<file path="config.mk">
export PLATFORM = sky130hd
export DESIGN_NAME = cpu_seq
export DESIGN_NICKNAME = d
export VERILOG_FILES = /design/src/rtl/cpu_seq.sv
export SDC_FILE = /design/constraint.sdc
export NUM_CORES = 1
export LEC_CHECK = 0
export CELL_PAD_IN_SITES_DETAIL_PLACEMENT = 1
export CELL_PAD_IN_SITES_GLOBAL_PLACEMENT = 2
export CORE_AREA = 2 2 73 103
export CTS_BUF_LIST = sky130_fd_sc_hd__clkbuf_16
export DETAILED_ROUTE_END_ITERATION = 8
export DIE_AREA = 0 0 75 105
export PLACE_DENSITY_LB_ADDON = 0.2
export REMOVE_ABC_BUFFERS = 1
export SYNTH_ARGS = -nofsm -noshare
export SYNTH_HDL_FRONTEND = slang
export SYNTH_SLANG_ARGS = --single-unit
</file>
<file path="constraint.sdc">
create_clock -name clk -period 5.4 [get_ports clk]
set_input_delay 1.08 -clock clk [delete_from_list [all_inputs] [get_ports clk]]
set_output_delay 1.08 -clock clk [all_outputs]
set_load 0.05 [all_outputs]
</file>
<file path="src/rtl/cpu_seq.sv">
`default_nettype none
// ============================================================================
// Module   : cpu_seq
// Brief    : Multi-cycle CPU control sequencer (fetch, decode, step, RAM
//            timeout fault). Interrupt entry is built only when the macro
//            CPU_SEQ_IRQ_EN is defined.
// Revision : 1.0 - initial release
// ============================================================================
module cpu_seq #(
    parameter int IW      = 8,
    parameter int TIMEOUT = 15
) (
    input  logic          clk,
    input  logic          reset_cycle_n,
    input  logic [IW-1:0] instruction,
    input  logic          ram_ready,
    input  logic          irq,
    output logic [7:0]    state,
    output logic [3:0]    cycle,
    output logic [7:0]    opcode,
    output logic          halted,
    output logic          timeout_err,
    output logic          irq_ack
);

    localparam logic [7:0] c_S_FETCH_PC      = 8'h01;
    localparam logic [7:0] c_S_FETCH_INST    = 8'h02;
    localparam logic [7:0] c_S_HALT          = 8'h03;
    localparam logic [7:0] c_S_JUMP          = 8'h04;
    localparam logic [7:0] c_S_OUT           = 8'h05;
    localparam logic [7:0] c_S_ALU_EXEC      = 8'h07;
    localparam logic [7:0] c_S_MOV_FETCH     = 8'h09;
    localparam logic [7:0] c_S_MOV_LOAD      = 8'h0A;
    localparam logic [7:0] c_S_FETCH_SP      = 8'h0C;
    localparam logic [7:0] c_S_PC_STORE      = 8'h0D;
    localparam logic [7:0] c_S_TMP_JUMP      = 8'h0E;
    localparam logic [7:0] c_S_RET           = 8'h0F;
    localparam logic [7:0] c_S_INC_SP        = 8'h10;
    localparam logic [7:0] c_S_SET_ADDR      = 8'h11;
    localparam logic [7:0] c_S_IN            = 8'h12;
    localparam logic [7:0] c_S_REG_STORE     = 8'h13;
    localparam logic [7:0] c_S_SET_REG       = 8'h14;
    localparam logic [7:0] c_S_LOAD_IMM      = 8'h15;
    localparam logic [7:0] c_S_WAIT_RAM      = 8'h16;
    localparam logic [7:0] c_S_ALU_WRITEBACK = 8'h17;
    localparam logic [7:0] c_S_DECODE        = 8'h18;
    localparam logic [7:0] c_S_OPERAND       = 8'h19;
    localparam logic [7:0] c_S_IRQ_ENTRY     = 8'h1A;

    localparam logic [7:0] c_OP_NOP  = 8'h00;
    localparam logic [7:0] c_OP_CALL = 8'h01;
    localparam logic [7:0] c_OP_RET  = 8'h02;
    localparam logic [7:0] c_OP_OUT  = 8'h03;
    localparam logic [7:0] c_OP_IN   = 8'h04;
    localparam logic [7:0] c_OP_HLT  = 8'h05;
    localparam logic [7:0] c_OP_CMP  = 8'h06;
    localparam logic [7:0] c_OP_LDI  = 8'h10;
    localparam logic [7:0] c_OP_JMP  = 8'h18;
    localparam logic [7:0] c_OP_PUSH = 8'h20;
    localparam logic [7:0] c_OP_POP  = 8'h28;
    localparam logic [7:0] c_OP_ALU  = 8'h40;
    localparam logic [7:0] c_OP_MOV  = 8'h80;

    localparam logic [8:0] c_TIMEOUT = 9'(TIMEOUT);

    logic [7:0] r_state;
    logic [3:0] r_cycle;
    logic [7:0] r_opcode;
    logic [7:0] r_inst;
    logic [7:0] r_wait;
    logic       r_timeout_err;
    logic       r_irq_seq;

    logic [7:0] w_next;
    logic [7:0] w_wait_next;
    logic [8:0] w_wait_inc;
    logic       w_set_tout;
    logic [7:0] w_dec;
    logic [7:0] w_last;
    logic       w_irq_req;

`ifdef CPU_SEQ_IRQ_EN
    assign w_irq_req = irq;
    assign irq_ack   = (r_state == c_S_IRQ_ENTRY);
`else
    // irq is deliberately ignored in this build
    assign w_irq_req = 1'b0 & irq;
    assign irq_ack   = 1'b0;
`endif

    assign state       = r_state;
    assign cycle       = r_cycle;
    assign opcode      = r_opcode;
    assign halted      = (r_state == c_S_HALT);
    assign timeout_err = r_timeout_err;

    assign w_wait_inc = {1'b0, r_wait} + 9'd1;
    assign w_last     = w_irq_req ? c_S_IRQ_ENTRY : c_S_FETCH_PC;

    always_comb begin
        w_dec = c_OP_NOP;
        casez (r_inst)
            8'h00, 8'h01, 8'h02, 8'h03,
            8'h04, 8'h05, 8'h06:  w_dec = r_inst;
            8'b00_010_???:        w_dec = c_OP_LDI;
            8'b00_011_???:        w_dec = c_OP_JMP;
            8'b00_100_???:        w_dec = c_OP_PUSH;
            8'b00_101_???:        w_dec = c_OP_POP;
            8'b01_???_000:        w_dec = c_OP_ALU;
            8'b10_???_???:        w_dec = c_OP_MOV;
            default:              w_dec = c_OP_NOP;
        endcase
    end

    always_comb begin
        w_next      = r_state;
        w_wait_next = 8'd0;
        w_set_tout  = 1'b0;
        case (r_state)
            c_S_FETCH_PC:   w_next = c_S_WAIT_RAM;
            c_S_WAIT_RAM,
            c_S_OPERAND: begin
                // Ready wins even on the cycle the counter would expire
                if (ram_ready) begin
                    if (r_state == c_S_WAIT_RAM) begin
                        w_next = c_S_FETCH_INST;
                    end else begin
                        case (r_opcode)
                            c_OP_JMP:          w_next = c_S_JUMP;
                            c_OP_LDI:          w_next = c_S_LOAD_IMM;
                            c_OP_OUT, c_OP_IN: w_next = c_S_SET_ADDR;
                            c_OP_CALL:         w_next = c_S_FETCH_SP;
                            default:           w_next = c_S_FETCH_PC;
                        endcase
                    end
                end else if (w_wait_inc >= c_TIMEOUT) begin
                    w_next     = c_S_HALT;
                    w_set_tout = 1'b1;
                end else begin
                    w_wait_next = w_wait_inc[7:0];
                end
            end
            c_S_FETCH_INST: w_next = c_S_DECODE;
            c_S_DECODE: begin
                case (w_dec)
                    c_OP_HLT:                      w_next = c_S_HALT;
                    c_OP_JMP, c_OP_LDI, c_OP_OUT,
                    c_OP_IN, c_OP_CALL:            w_next = c_S_OPERAND;
                    c_OP_MOV:                      w_next = c_S_MOV_FETCH;
                    c_OP_ALU, c_OP_CMP:            w_next = c_S_ALU_EXEC;
                    c_OP_PUSH:                     w_next = c_S_FETCH_SP;
                    c_OP_POP, c_OP_RET:            w_next = c_S_INC_SP;
                    default:                       w_next = w_last;
                endcase
            end
            c_S_HALT: begin
                if (w_irq_req && !r_timeout_err) begin
                    w_next = c_S_IRQ_ENTRY;
                end
            end
            c_S_MOV_FETCH:  w_next = c_S_MOV_LOAD;
            c_S_ALU_EXEC:   w_next = (r_opcode == c_OP_CMP) ? w_last : c_S_ALU_WRITEBACK;
            c_S_SET_ADDR:   w_next = (r_opcode == c_OP_IN) ? c_S_IN : c_S_OUT;
            c_S_INC_SP:     w_next = c_S_FETCH_SP;
            c_S_FETCH_SP: begin
                if (r_irq_seq) begin
                    w_next = c_S_PC_STORE;
                end else begin
                    case (r_opcode)
                        c_OP_PUSH: w_next = c_S_REG_STORE;
                        c_OP_POP:  w_next = c_S_SET_REG;
                        c_OP_RET:  w_next = c_S_RET;
                        c_OP_CALL: w_next = c_S_PC_STORE;
                        default:   w_next = c_S_FETCH_PC;
                    endcase
                end
            end
            c_S_PC_STORE:   w_next = c_S_TMP_JUMP;
            // An interrupt return always fetches one instruction before re-entry
            c_S_TMP_JUMP:   w_next = r_irq_seq ? c_S_FETCH_PC : w_last;
            c_S_IRQ_ENTRY:  w_next = c_S_FETCH_SP;
            c_S_JUMP, c_S_LOAD_IMM, c_S_MOV_LOAD, c_S_ALU_WRITEBACK,
            c_S_OUT, c_S_IN, c_S_REG_STORE, c_S_SET_REG,
            c_S_RET:        w_next = w_last;
            default:        w_next = c_S_FETCH_PC;
        endcase
    end

    always_ff @(posedge clk) begin
        if (!reset_cycle_n) begin
            r_state       <= c_S_FETCH_PC;
            r_cycle       <= 4'd0;
            r_opcode      <= c_OP_NOP;
            r_inst        <= 8'd0;
            r_wait        <= 8'd0;
            r_timeout_err <= 1'b0;
            r_irq_seq     <= 1'b0;
        end else begin
            r_state <= w_next;
            r_wait  <= w_wait_next;
            if (w_set_tout) begin
                r_timeout_err <= 1'b1;
            end
            if (r_state == c_S_FETCH_INST) begin
                r_inst <= instruction[IW-1 -: 8];
            end
            if (r_state == c_S_DECODE) begin
                r_opcode <= w_dec;
            end
            if (w_next == c_S_FETCH_PC || w_next == c_S_IRQ_ENTRY) begin
                r_cycle <= 4'd0;
            end else if (r_cycle != 4'hF) begin
                r_cycle <= r_cycle + 4'd1;
            end
            if (w_next == c_S_IRQ_ENTRY) begin
                r_irq_seq <= 1'b1;
            end else if (w_next == c_S_FETCH_PC) begin
                r_irq_seq <= 1'b0;
            end
        end
    end

endmodule
`default_nettype wire

</file>
==> parameters.txt <==
Parameter                              Value

Status
  Result of the run    complete, no violations

Power
  Worst vdd ir    0.000139 V
  P per Cell Area    246 mW/mm2
  Lkg Pwr    1.15 nW

Routing
  Initial drt markers    86
  Post-detailed-route count of antenna-violating nets    0
  Number of detailed-routing iterations run before antenna repair    4
  Routed via count divided by cell count    5.40
  Post-detailed-route DRC marker count    0
  Total wire length after detailed routing    6860 um
  Overall via count from detail_route    2,209
  Wire length per cell    16.8 um

Floorplan
  Standard-cell rows    36
  Area of the die    0.00788 mm2
  I/O pin count    35
  Die span in y    ~110 um
  Starting density of the core    0.344
  Die width    approximately 75 um
  Core ar.    0.00689 mm2

STA
  Achievable clock frequency    270 MHz
  Fin Clk Skew    approximately 0.0065 ns
  Relative max-transition margin    0.463
  Time the worst path needs with I/O delays and setup    3.71 ns
  Setup violators final    0
  Final critical-path setup slack    1.69 ns
  Final Max Slew Viols    0
  Unrepaired setup endpoints after global routing    false
  Sum of negative setup slack    0 ns
  Final hold vios    0
  Transition time at the pin with the least slew margin    0.805 ns
  Period utilization    0.687

Yosys
  Share of the synthesized area in the top cell type    0.321
  Number of distinct library cells after synthesis    70
  Synthesized cell area    0.00237 mm2
  Post-synthesis sequential element count    38
  Fraction of synthesis flops using an asynchronous set or reset pin    0
  Synth area leader    sky130_fd_sc_hd__dfxtp_1
  Number of flops mapped to enable cells by yosys    0
  Cell count after synthesis    285
  Dominant synthesized flop cell    sky130_fd_sc_hd__dfxtp_1
  Leading post-synthesis cells by cell area    sky130_fd_sc_hd__dfxtp_1 32%, sky130_fd_sc_hd__nor2_1 6.0%, sky130_fd_sc_hd__mux2i_1 4.2%
  Sequential share of the synthesized area    0.321
  Warning count from the yosys run    0
  Average cell area after synthesis    8.31 um2

Clocking
  Clock transition at the registers of the reported paths    0.06 ns
  Setup Fix Bufs, Post-CTS    0
  CTS tree    built
  Inserted Clock Buffers    5
  Post-cts hold buffer count    0
  Skew-Pair Late Insertion Delay    0.29 ns
  CTS Root Cell    sky130_fd_sc_hd__clkbuf_16
  Post-cts repair resize count    0
  Num Clock Sinks    38
  Maximum count of clock buffers along a single path    2
  CTS HTree Levels    2

Placement
  Input/output buffers    32
  Dpl hpwl    about 5000 um
  Inst Count DP    401
  Worst Setup Slack post-DPL    1.99 ns
  RePlAce Congestion    0.810
  Placed instance area    0.00275 mm2

Cells and area
  Final layout net count    approximately 330
  Total area of sequential cells    761 um2
  Number of antenna cells inserted    0
  Final instance area    ~0.0029 mm2
  Layout Area Growth over Synthesis    24.1%
  Layout cell share with drive strength beyond 1    0.0669
  Non-filler cells in the finished layout    409
  Share of the core filled with cells    0.426
  Fill count    815
  Area of the multi-input gates    between 0.0015 and 0.002 mm2

Critical path
  Worst endpoint data arrival time    2.63 ns
  Kind of end point of the critical path    primary output
  Worst Path Max Fanout    11
  Number of buffers and inverters on the critical path    1
  Family of cells with the greatest summed delay on the critical path    simple AND/OR/NAND/NOR gates
  Slowest cell on the critical path    sky130_fd_sc_hd__clkdlybuf4s50_1
  Start-to-end type of the worst setup path    reg2out
  Delay of the slowest cell on the worst path    0.80 ns
  Critical path required time    ~4.3 ns
  Sequence of cells on the critical path    or4_1 > nor3_1 > and3_1 > clkdlybuf4s50_1
  Type of element launching the critical path    register

Global route
  Global Route Usage Sum    0.183
  GR Overflow Total    0
  Number of antenna violations at the first check in global routing    0
  Largest net degree at the start of global routing    24
  Via count of the first global-routing pass    between 2,000 and 2,500
  Wire length of the first global-routing pass    about 11,000 um

Worst hold path
  Worst min path class    reg2reg

Job
  Maximum Capacitance Violations    0
[registers in the layout (all words and copies together), names as in the netlist]
name,flops
r_inst,8
r_wait,8
cycle,4
state,8
r_irq_seq,1
opcode,8
timeout_err,1
[cells in the mapped netlist, types with 5 or more instances]
library cell,instances
sky130_fd_sc_hd__dfxtp_1,38
sky130_fd_sc_hd__nor2_1,38
sky130_fd_sc_hd__nand2_1,15
sky130_fd_sc_hd__a21oi_1,13
sky130_fd_sc_hd__nand3_1,12
sky130_fd_sc_hd__nor2b_1,11
sky130_fd_sc_hd__clkbuf_1,10
sky130_fd_sc_hd__mux2i_1,10
sky130_fd_sc_hd__nor3_1,10
sky130_fd_sc_hd__and3_1,8
sky130_fd_sc_hd__and2_1,7
sky130_fd_sc_hd__inv_1,5
sky130_fd_sc_hd__xor2_1,5
[logic make-up after synthesis]
logic type | Yosys count | share of synthesized area
mux | 10 | 0.0423
flops | 38 | 0.321
other cells | 1 | 0.00158
simple gates | 142 | 0.346
xor+xnor | 7 | 0.0259
compound gates | 61 | 0.202
buf+inv | 23 | 0.0454
fa+ha+maj | 3 | 0.0158
[power by group]
group / total [mW] / leakage [nW] / internal, mW / switching, mW
clock network: 0.385 / 0.0940 / 0.265 / 0.120
registers: 0.292 / 0.309 / 0.285 / 0.00753
logic: 0.0447 / 0.742 / 0.0185 / 0.0262
total: 0.723 / 1.15 / 0.569 / 0.154
[layout by cell type (no fill, tap or decap), drive strengths merged, types with 3 or more instances in the layout]
master / instances
nor2b: 11
mux2i: 10
nor3: 10
conb: 8
ha: 3
a21oi: 13
nand2: 15
clkdlybuf4s50: 32
inv: 5
nand3b: 4
a31oi: 4
dfxtp: 38
or4: 3
a22oi: 5
o21ai: 3
nor4b: 4
or3: 4
nor3b: 3
nand4: 4
a311oi: 5
nand3: 12
xor2: 5
and3: 8
nor4: 5
o211ai: 3
nor2: 39
and2: 7
clkbuf: 5
nand2b: 4
[tightest hold or removal path, cell delays in order (launching register included)]
cell	delay, ns
sky130_fd_sc_hd__dfxtp_1	0.31
sky130_fd_sc_hd__nor2_1	0.10
sky130_fd_sc_hd__nor2_1	0.04
[per-stage QoR]
step / hold slack, ns / power, mW
2_1_floorplan: 0.478 / 0.323
3_3_place_gp: 0.461 / 0.343
3_5_place_dp: 0.500 / 0.344
4_1_cts: 0.509 / 0.732
5_1_grt: 0.527 / 0.747
6_report: 0.495 / 0.723
[final timing paths]
| path | start | endpoint | slack (ns) | cells past startpoint |
|---|---|---|---|---|
| max reg2reg | state[1] | cycle[2] | 2.79 | 7 |
| min reg2reg | timeout_err | timeout_err | 0.50 | 2 |
| max | state[4] | halted | 1.69 | 4 |
| min | timeout_err | timeout_err | 0.50 | 2 |
[layout make-up]
cell class	instances	area share
Inverter	5	0.00639
Tap cell	95	0.0404
Sequential cell	38	0.259
Multi-Input combinational cell	231	0.519
Clock buffer	5	0.0426
Timing Repair Buffer	32	0.109
Clock inverter	3	0.0234
[metal layers]
| metal | wire [um] | track usage | vias up | share of wire |
|---|---|---|---|---|
| li1 | - | - | 1104 | - |
| met1 | 2760 | 0.205 | 1069 | 0.40 |
| met2 | 3820 | 0.335 | 26 | 0.56 |
| met3 | 158 | 0.0299 | 10 | 0.023 |
| met4 | 123 | 0.0574 | 0 | 0.018 |
| met5 | 0 | 0 | - | 0 |
Power figures use the tool's default switching activity.
